### src/rtl/traffic_light_ctrl.sv
// Two-road fixed-time intersection controller with pedestrian walk phase
// and a flashing-yellow night mode. Lamps are decoded straight from the
// state register so they change on the same edge as the state.
module traffic_light_ctrl #(
  parameter int TICK_CYCLES    = 27_000_000,
  parameter int GREEN_S        = 10,
  parameter int YELLOW_S       = 3,
  parameter int ALLRED_S       = 1,
  parameter int PED_S          = 8,
  parameter int LED_ACTIVE_LOW = 1
) (
  input  logic       sys_clk,
  input  logic       sys_rst_n,
  input  logic       ped_req,
  input  logic       night_mode,
  output logic       ped_ack,
  output logic [2:0] led_a,
  output logic [2:0] led_b,
  output logic       ped_walk,
  output logic [2:0] state_o
);

  localparam int MAX_AB = (GREEN_S > YELLOW_S) ? GREEN_S : YELLOW_S;
  localparam int MAX_CD = (ALLRED_S > PED_S) ? ALLRED_S : PED_S;
  localparam int MAX_D  = (MAX_AB > MAX_CD) ? MAX_AB : MAX_CD;
  localparam int SEC_W  = $clog2(MAX_D + 1);
  localparam int PW     = $clog2(TICK_CYCLES);
  localparam logic POL  = (LED_ACTIVE_LOW != 0);

  typedef enum logic [2:0] {
    ST_ALL_RED  = 3'd0,
    ST_A_GREEN  = 3'd1,
    ST_A_YELLOW = 3'd2,
    ST_B_GREEN  = 3'd3,
    ST_B_YELLOW = 3'd4,
    ST_PED_WALK = 3'd5,
    ST_NIGHT    = 3'd6
  } state_t;

  state_t           state;
  logic             next_b;
  logic [PW-1:0]    presc;
  logic [SEC_W-1:0] sec_cnt;
  logic [SEC_W-1:0] dur_m1;
  logic             ped_s1, ped_s2, night_s1, night_s2;
  logic             ped_pending;
  logic             y_on;
  logic             tick;
  logic             expire;
  logic             walk_entry;
  logic [2:0]       lamp_a, lamp_b;
  logic             lamp_w;

  // Bring the asynchronous board inputs into the sys_clk domain
  always_ff @(posedge sys_clk or negedge sys_rst_n) begin
    if (!sys_rst_n) begin
      ped_s1   <= 1'b0;
      ped_s2   <= 1'b0;
      night_s1 <= 1'b0;
      night_s2 <= 1'b0;
    end else begin
      ped_s1   <= ped_req;
      ped_s2   <= ped_s1;
      night_s1 <= night_mode;
      night_s2 <= night_s1;
    end
  end

  // Phase length (minus one) in ticks for the current state
  always_comb begin
    dur_m1 = SEC_W'(ALLRED_S - 1);
    case (state)
      ST_A_GREEN, ST_B_GREEN:   dur_m1 = SEC_W'(GREEN_S - 1);
      ST_A_YELLOW, ST_B_YELLOW: dur_m1 = SEC_W'(YELLOW_S - 1);
      ST_PED_WALK:              dur_m1 = SEC_W'(PED_S - 1);
      default:                  dur_m1 = SEC_W'(ALLRED_S - 1);
    endcase
  end

  assign tick       = (presc == PW'(TICK_CYCLES - 1));
  assign expire     = tick && (sec_cnt == dur_m1);
  // Night entry pre-empts any transition, so a walk can only start without it
  assign walk_entry = (state == ST_ALL_RED) && !night_s2 && expire && ped_pending;

  // Phase sequencer; counters restart on every state change
  always_ff @(posedge sys_clk or negedge sys_rst_n) begin
    if (!sys_rst_n) begin
      state   <= ST_ALL_RED;
      next_b  <= 1'b0;
      presc   <= '0;
      sec_cnt <= '0;
      y_on    <= 1'b1;
    end else if (night_s2 && state != ST_NIGHT) begin
      state   <= ST_NIGHT;
      presc   <= '0;
      sec_cnt <= '0;
      y_on    <= 1'b1;
    end else if (state == ST_NIGHT) begin
      if (!night_s2) begin
        state   <= ST_ALL_RED;
        next_b  <= 1'b0;
        presc   <= '0;
        sec_cnt <= '0;
      end else if (tick) begin
        presc <= '0;
        y_on  <= ~y_on;
      end else begin
        presc <= presc + 1'b1;
      end
    end else if (tick) begin
      presc <= '0;
      if (expire) begin
        sec_cnt <= '0;
        case (state)
          ST_ALL_RED:  state <= ped_pending ? ST_PED_WALK
                               : (next_b ? ST_B_GREEN : ST_A_GREEN);
          ST_A_GREEN:  state <= ST_A_YELLOW;
          ST_A_YELLOW: begin state <= ST_ALL_RED; next_b <= 1'b1; end
          ST_B_GREEN:  state <= ST_B_YELLOW;
          ST_B_YELLOW: begin state <= ST_ALL_RED; next_b <= 1'b0; end
          ST_PED_WALK: state <= next_b ? ST_B_GREEN : ST_A_GREEN;
          default:     state <= ST_ALL_RED;
        endcase
      end else begin
        sec_cnt <= sec_cnt + 1'b1;
      end
    end else begin
      presc <= presc + 1'b1;
    end
  end

  // Pedestrian request latch; walk entry clears it and wins over a new request
  always_ff @(posedge sys_clk or negedge sys_rst_n) begin
    if (!sys_rst_n) begin
      ped_pending <= 1'b0;
      ped_ack     <= 1'b0;
    end else begin
      ped_pending <= walk_entry ? 1'b0 : (ped_pending | ped_s2);
      ped_ack     <= !walk_entry && ped_s2 && !ped_pending;
    end
  end

  // Lamp decode, active-high {R,Y,G}
  always_comb begin
    lamp_a = 3'b100;
    lamp_b = 3'b100;
    lamp_w = 1'b0;
    case (state)
      ST_A_GREEN:  lamp_a = 3'b001;
      ST_A_YELLOW: lamp_a = 3'b010;
      ST_B_GREEN:  lamp_b = 3'b001;
      ST_B_YELLOW: lamp_b = 3'b010;
      ST_PED_WALK: lamp_w = 1'b1;
      ST_NIGHT: begin
        lamp_a = {1'b0, y_on, 1'b0};
        lamp_b = {1'b0, y_on, 1'b0};
      end
      default: ;
    endcase
  end

  assign led_a    = lamp_a ^ {3{POL}};
  assign led_b    = lamp_b ^ {3{POL}};
  assign ped_walk = lamp_w ^ POL;
  assign state_o  = state;

endmodule

### config.mk
export PLATFORM = sky130hd
export DESIGN_NAME = traffic_light_ctrl
export DESIGN_NICKNAME = d
export VERILOG_FILES = /design/src/rtl/traffic_light_ctrl.sv
export SDC_FILE = /design/constraint.sdc
export NUM_CORES = 1
export LEC_CHECK = 0
export CAP_MARGIN = 5
export CORE_MARGIN = 3
export CORE_UTILIZATION = 62
export DETAILED_ROUTE_END_ITERATION = 8
export PLACE_DENSITY = 0.92
export SYNTH_ARGS = -nofsm -noshare
export SYNTH_HDL_FRONTEND = slang
export SYNTH_SLANG_ARGS = --single-unit
### constraint.sdc
create_clock -name sys_clk -period 4.6 [get_ports sys_clk]
set_input_delay 1.15 -clock sys_clk [delete_from_list [all_inputs] [get_ports sys_clk]]
set_output_delay 1.15 -clock sys_clk [all_outputs]
set_load 0.01 [all_outputs]
==> flow_metrics.tcl <==
set metrics [dict create \
    status "completed" \
    portBuffers 14 \
    rows 20 \
    nets 239 \
    yosysSeqAreaShare_pct 47.7 \
    synth_top_flop_cell "dfrtp_1" \
    ant_nets 0 \
    skew_ns 0.0146 \
    synth_cell_types 44 \
    ys_async_sr_fraction_pct 100 \
    area_growth_pct 8.70 \
    p_leak_uw 0.000989 \
    worstSetupPathType "reg -> out" \
    grt_pass1_wl_um 6660 \
    routed-via-count 1556 \
    routabilityCongestion 0.770 \
    cts_made_buffers 5 \
    dp_hpwl_um 2640 \
    route.detailed.drc 0 \
    fin_ws_ns 1.41 \
    busiest_layer "met2" \
    synth_nets 225 \
    intPower_uw 438 \
    max_freq_ghz 0.313 \
    drtPass1Iterations 5 \
    pre_cts_slack_ns 1.80 \
    drv_cap 0 \
    gr-total-overflow 0 \
    post_cts_resized 0 \
    cp_slowest_cell "dfrtp_1" \
    fin_crit_sh_pct 69.4 \
    crit_required_ns 3.45 \
    seqPwrFrac_pct 62.6 \
    grt_use_total_pct 21.0 \
    finalHoldViolCount 0 \
    die_x_um 64.2 \
    p_sw_uw 154 \
    crit_chain "nor2b_1 -> nand2_1 -> o21ai_0 -> clkdlybuf4s50_1" \
    worst_hold_path_type "reg -> reg" \
    max_stage_delay_ns 0.69 \
    fill_cells 240 \
    die_area_um2 4120 \
    relSlewSlack_pct 43.9 \
    post_cts_buffers 0 \
    worst_ep_arrival_time_ns 2.04 \
    swShare_pct 26.0 \
    slew_violations 0 \
    drt_iter0_drc 117 \
    ys_warn_count 0 \
    p_comb_share_pct 9.4 \
    ios 15 \
    clockPowerShare_pct 28.0 \
    antenna_cells 0 \
    die_h_um 64.2 \
    clk_path_buf_depth 2 \
    syn_area_um2 2100 \
    wl_um 3740 \
    cts.sinks 40 \
    worstMarginPinSlew_ns 0.841 \
    setup_viol_count_final 0 \
    grt.met3_usage_pct 5.27 \
    ys_seq_elements 40 \
    crit_path_max_fanout 20 \
    viasPerCell 5.62 \
    ir_worst_vdd_v 0.000303 \
    grt_use_met1_pct 29.4 \
    yosys.area.top_type_share_pct 46.5 \
    cts_tree "built" \
    rsz0062_at_grt "no" \
    final_layout_size_suffix_gt1_share_pct 6.01 \
    antenna_found_initial 0 \
    htree_levels 2 \
    synth_edf_count 0 \
    p_per_area_nw_per_um2 259 \
    grt_pass1_vias 1439 \
    cts_root_buf "clkbuf_4" \
    start_util_pct 66.6 \
    syn_area_per_cell_um2 9.59 \
    post_drt_wl_per_cell_um 13.5 \
    grt_start_max_net_pins 41 \
    worstSetupStartpointType "flop" \
    synth_most_common_cell "dfrtp_1" \
    met2_usage_pct 31.5 \
    path_clk_slew_ns 0.11 \
    worstSkewPairLatency_ns 0.34 \
    coreArea_um2 3150 \
    synth_top_cell_by_area "dfrtp_1" \
    synthTopCellsByCount "dfrtp_1, nor2_1, nand2_1, nand3_1, xor2_1" \
    setup_tns_ns 0 \
    min_period_ns 3.19 \
    synth_area_leaders "dfrtp_1, xor2_1, nor2_1" \
    endpoint_kind "output port" \
    syn_inst 219 \
    hold_buffers 0 \
]
-- logic make-up after synthesis --
family / after synthesis / synth area share [%]
AOI/OAI and AO/OA: 29 / 10.7
xor gates and xnor gates: 24 / 10.0
adders and majority gates: 2 / 1.19
buffers and inverters: 15 / 4.11
DFF: 40 / 47.7
muxes: 2 / 1.01
and+or+nand+nor: 107 / 25.3
-- routing by layer --
layer,wire length [um],share of wire (%),vias up
li1,-,-,775
met1,1740,46,742
met2,1800,48,34
met3,143,3.8,5
met4,61,1.6,0
met5,0,0,-
-- final timing paths --
path	end	from	cells past startpoint	slack (ns)
max	led_a[2]	state_o[0]$_DFFE_PN0P_	4	1.41
min	night_s2$_DFF_PN0_	night_s1$_DFF_PN0_	0	0.36
max reg2reg	state_o[0]$_DFFE_PN0P_	state_o[2]$_DFFE_PN0P_	6	2.18
min reg2reg	night_s2$_DFF_PN0_	night_s1$_DFF_PN0_	0	0.36
max in group asynchronous	presc[0]$_DFF_PN0_	sys_rst_n	1	3.16
min in group asynchronous	presc[13]$_DFF_PN0_	sys_rst_n	1	0.90
-- sequential cells by signal (all words and copies together) (netlist names) --
| name | count |
|---|---|
| ped_s1 | 1 |
| night_s2 | 1 |
| ped_ack | 1 |
| ped_pending | 1 |
| presc | 25 |
| y_on | 1 |
| night_s1 | 1 |
| sec_cnt | 4 |
| state_o | 3 |
| ped_s2 | 1 |
| next_b | 1 |
-- placed cells by master, fill, tap and decap left out, drive strengths merged, types with 3 or more instances in the layout --
master         count
a21oi              4
clkbuf             6
inv                8
o21ai              9
and3               6
nor3               5
nand2b             3
clkdlybuf4s50     13
nor2              35
or4                3
xor2              18
nand3             18
nor2b              6
xnor2              6
nand2             23
dfrtp             39
-- critical path: cells and delay by family (launching register included) --
family	cells	cell delay, ns
AOI/OAI and AO/OA	1	0.08
DFF	1	0.69
and+or+nand+nor	2	0.38
buffers and inverters	1	0.56
-- power groups by stage --
| stage | Clock (uW) | Combinational, uW | Sequential [uW] |
|---|---|---|---|
| floorplan | 0 | 38.4 | 372 |
| global placement | 0 | 55.0 | 376 |
| detailed placement | 0 | 56.6 | 377 |
| CTS | 169 | 56.5 | 370 |
| global route | 185 | 63.5 | 372 |
| finish | 166 | 55.5 | 370 |
-- metrics by stage --
stage / utilization, % / cells / instance area, um2 / power, uW / hold slack, ns
floorplan: - / 219 / 2100 / 411 / 0.331
global placement: 71.0 / 270 / 2240 / 431 / 0.334
detailed placement: 71.0 / 270 / 2240 / 434 / 0.336
CTS: 72.4 / 277 / 2280 / 595 / 0.360
global route: 72.4 / 277 / 2280 / 621 / 0.371
finish: 72.4 / 277 / 2280 / 591 / 0.360
-- cell type report --
cell class | count | area, um2 | share of cell area [%]
multi-input cells | 164 | 1010 | 44.3
clock buffers | 6 | 41.3 | 1.81
inverters | 8 | 32.5 | 1.42
well taps | 44 | 55.1 | 2.41
flip-flops and latches | 40 | 1000 | 43.9
repair buffers | 14 | 135 | 5.92
clock inverters | 1 | 5.00 | 0.219
No activity file was read; power rests on OpenSTA's default activity.
